==> src/rtl/mccu_pkg.sv <==
// Types and default widths shared between the MCCU, its register wrapper and
// the budget controller that sits around it.
package mccu_pkg;

  localparam int MCCU_DATA_WIDTH = 32;
  localparam int MCCU_N_CORES    = 2;
  localparam int MCCU_CNT_WIDTH  = 16;

  typedef logic [MCCU_DATA_WIDTH-1:0] quota_t;
  typedef logic [MCCU_CNT_WIDTH-1:0]  ovr_cnt_t;

  typedef enum logic [1:0] {
    IDLE = 2'd0,
    LOAD = 2'd1,
    RUN  = 2'd2
  } state_t;

endpackage

==> src/rtl/mccu_core_budget.sv <==
// Per-core exhaustion tracking: one-shot-per-period flag, sticky interrupt
// and saturating count of periods in which the budget ran out.
module mccu_core_budget
  import mccu_pkg::*;
#(
  parameter int CNT_WIDTH = MCCU_CNT_WIDTH
) (
  input  logic                 clk_i,
  input  logic                 rstn_i,
  input  logic                 run_i,
  input  logic                 reload_i,
  input  logic                 irq_i,
  input  logic                 irq_clear_i,
  output logic                 irq_o,
  output logic [CNT_WIDTH-1:0] overrun_cnt_o
);

  localparam logic [CNT_WIDTH-1:0] CNT_ONE = CNT_WIDTH'(1);

  logic                 exh_q, exh_d;
  logic                 irq_q, irq_d;
  logic [CNT_WIDTH-1:0] cnt_q, cnt_d;
  logic                 hit;

  // A reload opens a new period, so an interrupt in that same cycle counts
  // against the new budget even if the old period was already exhausted.
  always_comb begin
    hit   = run_i && irq_i && (reload_i || !exh_q);
    exh_d = exh_q;
    if (reload_i) exh_d = 1'b0;
    if (hit)      exh_d = 1'b1;
    irq_d = irq_q && !irq_clear_i;
    if (hit)      irq_d = 1'b1;
    cnt_d = cnt_q;
    if (hit && (cnt_q != '1)) cnt_d = cnt_q + CNT_ONE;
  end

  // Per-core state registers.
  always_ff @(posedge clk_i or negedge rstn_i) begin
    if (!rstn_i) begin
      exh_q <= 1'b0;
      irq_q <= 1'b0;
      cnt_q <= '0;
    end else begin
      exh_q <= exh_d;
      irq_q <= irq_d;
      cnt_q <= cnt_d;
    end
  end

  assign irq_o         = irq_q;
  assign overrun_cnt_o = cnt_q;

endmodule

==> src/rtl/mccu_budget_ctrl.sv <==
// Periodic budget controller around the MCCU: reloads per-core quotas at each
// period start and turns the MCCU level interrupts into sticky interrupts.
//
// state | meaning
// IDLE  | regulation off, MCCU disabled, quotas passed through untouched
// LOAD  | one cycle: budgets pushed to MCCU, period counter armed
// RUN   | MCCU enabled, period counts down, reload when it reaches zero
module mccu_budget_ctrl
  import mccu_pkg::*;
#(
  parameter int DATA_WIDTH = MCCU_DATA_WIDTH,
  parameter int N_CORES    = MCCU_N_CORES,
  parameter int CNT_WIDTH  = MCCU_CNT_WIDTH
) (
  input  logic                                clk_i,
  input  logic                                rstn_i,
  input  logic                                enable_i,
  input  logic [DATA_WIDTH-1:0]               period_i,
  input  logic [N_CORES-1:0][DATA_WIDTH-1:0]  budget_i,
  input  logic [N_CORES-1:0]                  irq_clear_i,
  input  logic [N_CORES-1:0][DATA_WIDTH-1:0]  mccu_quota_i,
  input  logic [N_CORES-1:0]                  mccu_irq_i,
  output logic [N_CORES-1:0][DATA_WIDTH-1:0]  mccu_quota_o,
  output logic                                mccu_enable_o,
  output logic [N_CORES-1:0]                  irq_o,
  output logic [N_CORES-1:0][CNT_WIDTH-1:0]   overrun_cnt_o,
  output logic [DATA_WIDTH-1:0]               period_cnt_o,
  output logic                                reload_o
);

  localparam logic [DATA_WIDTH-1:0] PERIOD_ONE = DATA_WIDTH'(1);

  state_t                state_q, state_d;
  logic [DATA_WIDTH-1:0] period_cnt_q, period_cnt_d;
  logic                  mccu_enable_q, mccu_enable_d;
  logic                  run;
  logic                  reload;
  logic                  period_zero;

  assign period_zero = (period_i == '0);
  assign run         = (state_q == RUN);
  assign reload      = (state_q == LOAD) || (run && !period_zero && (period_cnt_q == '0));

  // Next state and period countdown; a new period_i is only sampled on reload.
  always_comb begin
    state_d      = state_q;
    period_cnt_d = period_cnt_q;
    case (state_q)
      IDLE: if (enable_i) state_d = LOAD;
      LOAD: begin
        state_d      = RUN;
        period_cnt_d = period_zero ? '0 : period_i - PERIOD_ONE;
      end
      RUN: begin
        if (!period_zero) begin
          period_cnt_d = (period_cnt_q == '0) ? period_i - PERIOD_ONE
                                              : period_cnt_q - PERIOD_ONE;
        end
      end
      default: state_d = IDLE;
    endcase
    if (!enable_i) state_d = IDLE;
    mccu_enable_d = (state_d == RUN);
  end

  // FSM, period counter and MCCU enable registers.
  always_ff @(posedge clk_i or negedge rstn_i) begin
    if (!rstn_i) begin
      state_q       <= IDLE;
      period_cnt_q  <= '0;
      mccu_enable_q <= 1'b0;
    end else begin
      state_q       <= state_d;
      period_cnt_q  <= period_cnt_d;
      mccu_enable_q <= mccu_enable_d;
    end
  end

  // MCCU reloads whenever its quota input differs from what it holds, so echo
  // its own value back except on a reload cycle.
  always_comb begin
    mccu_quota_o = mccu_quota_i;
    if (reload) mccu_quota_o = budget_i;
  end

  for (genvar g = 0; g < N_CORES; g++) begin : g_core
    mccu_core_budget #(
      .CNT_WIDTH (CNT_WIDTH)
    ) u_core (
      .clk_i         (clk_i),
      .rstn_i        (rstn_i),
      .run_i         (run),
      .reload_i      (reload),
      .irq_i         (mccu_irq_i[g]),
      .irq_clear_i   (irq_clear_i[g]),
      .irq_o         (irq_o[g]),
      .overrun_cnt_o (overrun_cnt_o[g])
    );
  end

  assign mccu_enable_o = mccu_enable_q;
  assign period_cnt_o  = period_cnt_q;
  assign reload_o      = reload;

endmodule

==> config.mk <==
export PLATFORM = sky130hd
export DESIGN_NAME = mccu_budget_ctrl
export DESIGN_NICKNAME = d
export VERILOG_FILES = /design/src/rtl/mccu_pkg.sv /design/src/rtl/mccu_core_budget.sv /design/src/rtl/mccu_budget_ctrl.sv
export SDC_FILE = /design/constraint.sdc
export NUM_CORES = 1
export LEC_CHECK = 0
export ABC_AREA = 0
export CORE_MARGIN = 1.5
export CORE_UTILIZATION = 39
export DETAILED_ROUTE_END_ITERATION = 7
export PLACE_DENSITY = 0.77
export SYNTH_ARGS = -nofsm -noshare
export SYNTH_HDL_FRONTEND = slang
export SYNTH_HIERARCHICAL = 1
export SYNTH_SLANG_ARGS = --single-unit
==> constraint.sdc <==
create_clock -name clk_i -period 6.75 [get_ports clk_i]
set_input_delay 1.35 -clock clk_i [delete_from_list [all_inputs] [get_ports clk_i]]
set_output_delay 1.35 -clock clk_i [all_outputs]
set_load 0.03 [all_outputs]
==> out/qor.yml <==
outcome:
  outcome: "complete, no violations"
worst_setup_path:
  cpLargestDelayFamily: "buffers and inverters"
  cp_num_buf_inv: 4
  cp-start-kind: "primary input"
  path_cells: "clkdlybuf4s50_1 -> nor4_1 -> nand2_1 -> buf_4 -> nor4_1 -> nor2_2 -> nor2_4 -> buf_12 -> mux2_2 -> clkdlybuf4s50_1"
  ff2ff_setup_slack_ns: 2.44
  end_kind: "output pin"
  cp_max_fo: 65
  critical_path_class: "in -> out"
  crit_path_max_incr_delay_ns: 0.60
  arrival_ns: 4.81
  slowest_stage: "clkdlybuf4s50_1"
  cp.required_ns: 5.40
logic_synthesis:
  yosysWarnings: 6
  synth_top_area_share_pct: 32.7
  ys_seq_area_share_pct: 32.7
  netlist_area_sq_mm: 0.00544
  yosysTopAreaCell: "dfrtp_1"
  synth_top_cells_by_area: "dfrtp_1 (33%), mux2_4 (14%), xor2_1 (5.0%)"
  ys_ff_latch: 71
  synthTopCellsByCount: "dfrtp_1 (71), nor2_1 (57), mux2_4 (49), nand2_1 (49), o21ai_0 (32)"
  ys_types: 49
  ys_async_sr_fraction_pct: 100
  synth_edf_count: 0
  synth.most_common_cell: "dfrtp_1"
  syn_area_per_cell_sq_um: 9.21
  syn-num-nets: 766
  synthFlopType: "dfrtp_1"
  synthCells: 591
clock_network:
  numCtsBuffers: 9
  ctsHoldBuffers: 0
  cts_resized: 0
  tritoncts: "done"
  clkLatencyLatePin_ns: 0.34
  clk_pin_slew_ns: 0.05
  cts.sinks: 71
  cts-htree-levels: 3
  cts.path.max_buffers: 2
  cts_setup_buffers: 0
  clockRootBuffer: "clkbuf_16"
routing:
  wirelength_um: 21600
  drc: 0
  postRouteAntennaNets: 0
  via_per_inst: 5.63
  drtPass1Iterations: 6
  first_iter_violations: 502
  avgRoutedWirePerCell_um: 20.3
  vias: 5997
global_routing:
  grt_overflow: 0
  grt_pass1_wl_um: 31900
  use_met2_pct: 46.5
  grt_pass1_vias: 5892
  track_usage_pct: 28.3
  globalRouteMet3Util_pct: 8.83
  antenna_found_initial: 0
  gr-max-usage-layer: "met2"
  grt_util_met1_pct: 34.5
  grt_max_degree: 72
timing:
  grt_setup_unrepaired: "false"
  setup_viol_count_final: 0
  finalMaxSlewViolations: 0
  slew_headroom_pct: 22.9
  clock_skew_ns: 0.00874
  hold_violations: 0
  finalCriticalPeriod_ns: 6.16
  tns_ns: 0
  period_share_pct: 91.2
  fmax_mhz: 162
  tightest_slew_ns: 1.15
floorplanning:
  fp.dieW_um: 121
  num_io_pins: 299
  die_area_sq_mm: 0.0147
  rows: 42
  die_y_um: 121
  initial_utilization_pct: 40.4
  core_sq_mm: 0.0135
power_and_ir_drop:
  irDropWorstVdd_uv: 262
  p_per_area_mw_per_mm2: 306
  p_leak_nw: 3.72
job:
  drv_cap: 0
layout:
  fin_util_pct: 66.1
  drive_gt1_share_pct: 13.9
  nNetsFinal: 1060
  diodes: 0
  area_growth_pct: 63.5
  fin_area_sq_mm: 0.00889
placed_design:
  portBuffers: 298
  place_area_sq_mm: 0.00854
  place_hpwl_um: 17100
  globalplace.congestion: 0.951
min_path:
  hp-class: "reg -> reg"
## registers in the layout (all words and copies together), names as in the netlist
name                         count
g_core.u_core/exh_q              2
g_core.u_core/irq_o              2
g_core.u_core/overrun_cnt_o     32
mccu_enable_o                    1
period_cnt_o                    32
state_q                          2
## cell usage in the layout (no fill, tap or decap), drive strengths merged, types with 3 or more instances in the layout
cell / synthesis / routed
a221o: 5 / 5
and2: 3 / 3
nand2: 49 / 49
nor4: 24 / 24
o21ai: 32 / 32
clkdlybuf4s50: 0 / 278
nor2b: 8 / 8
or2: 4 / 4
o311ai: 4 / 4
clkbuf: 11 / 10
inv: 17 / 18
o221ai: 5 / 5
nand4: 18 / 18
a21oi: 21 / 21
or4: 6 / 6
bufinv: 0 / 3
buf: 12 / 28
nor2: 58 / 58
nand3: 26 / 26
and3: 5 / 5
mux2: 64 / 64
a21o: 3 / 3
nand3b: 3 / 3
a32oi: 6 / 6
o211ai: 6 / 6
and4: 3 / 3
nor3: 28 / 28
a211oi: 5 / 5
xor2: 31 / 31
nand2b: 3 / 3
dfrtp: 71 / 71
nand4b: 3 / 3
xnor2: 29 / 29
ha: 8 / 8
or3: 6 / 6
## final cells by class
| type | count | area [sq um] |
|---|---|---|
| repair buffers | 306 | 3000 |
| multi-input cells | 480 | 3470 |
| inverters | 17 | 63.8 |
| fillers | 1069 | 4560 |
| well taps | 176 | 220 |
| clock buffers | 10 | 239 |
| flip-flops and latches | 71 | 1780 |
| clock inverters | 6 | 116 |
## worst register-to-register path, cell delays in order, from the launching register on
cell	delay, ns
dfrtp_1	0.46
nor4_1	1.00
nand4b_1	0.41
or4_1	0.63
nor2_2	0.17
nor2_4	0.05
buf_12	0.21
inv_1	0.14
nand2b_1	0.15
nor2b_1	0.27
nand2_1	0.24
nor3_1	0.31
xor2_1	0.18
## final timing paths
| path | startpoint | endpoint | cells after the start |
|---|---|---|---|
| worst max-delay path | period_i[8] | mccu_quota_o[6] | 10 |
| worst min-delay path | g_core[0].u_core/exh_q | g_core[0].u_core/exh_q | 2 |
| worst max register to register | period_cnt_o[2] | g_core[1].u_core/overrun_cnt_o[9] | 12 |
| worst min register to register | g_core[0].u_core/exh_q | g_core[0].u_core/exh_q | 2 |
| max in group asynchronous | rstn_i | period_cnt_o[31] | 2 |
| min in group asynchronous | rstn_i | period_cnt_o[6] | 2 |
## stage by stage
step / setup slack [ns] / hold WS [ns] / instances / power (W)
floorplan: 1.67 / 0.454 / 591 / 0.00152
global placement: 0.725 / 0.471 / 1050 / 0.00211
detailed placement: 0.660 / 0.490 / 1050 / 0.00214
CTS: 0.636 / 0.502 / 1066 / 0.00272
global route: 0.368 / 0.520 / 1066 / 0.00284
finish: 0.594 / 0.494 / 1066 / 0.00272
## per-layer routing
layer	vias to the layer above	wire, um
li1	2759	-
met1	2800	8270
met2	388	10300
met3	50	2340
met4	0	708
met5	-	0
## report_power, final
part | internal (W) | total, W | switching [W]
sequential | 0.000547 | 0.000712 | 0.000165
combinational | 0.000630 | 0.00144 | 0.000812
clock | 0.000374 | 0.000566 | 0.000192
## cells by family (layout without fill, tap and decap cells)
family / Yosys count / count (layout) / share of synthesized area (%)
AO/OA/AOI/OAI: 97 / 97 / 11.7
XOR/XNOR: 60 / 60 / 9.66
AND/OR/NAND/NOR: 251 / 251 / 23.8
buffers and inverters: 40 / 339 / 3.73
multiplexers: 64 / 64 / 16.6
adder cells (fa/ha/maj): 8 / 8 / 1.84
flip-flops: 71 / 71 / 32.7
Power figures use the tool's default switching activity.
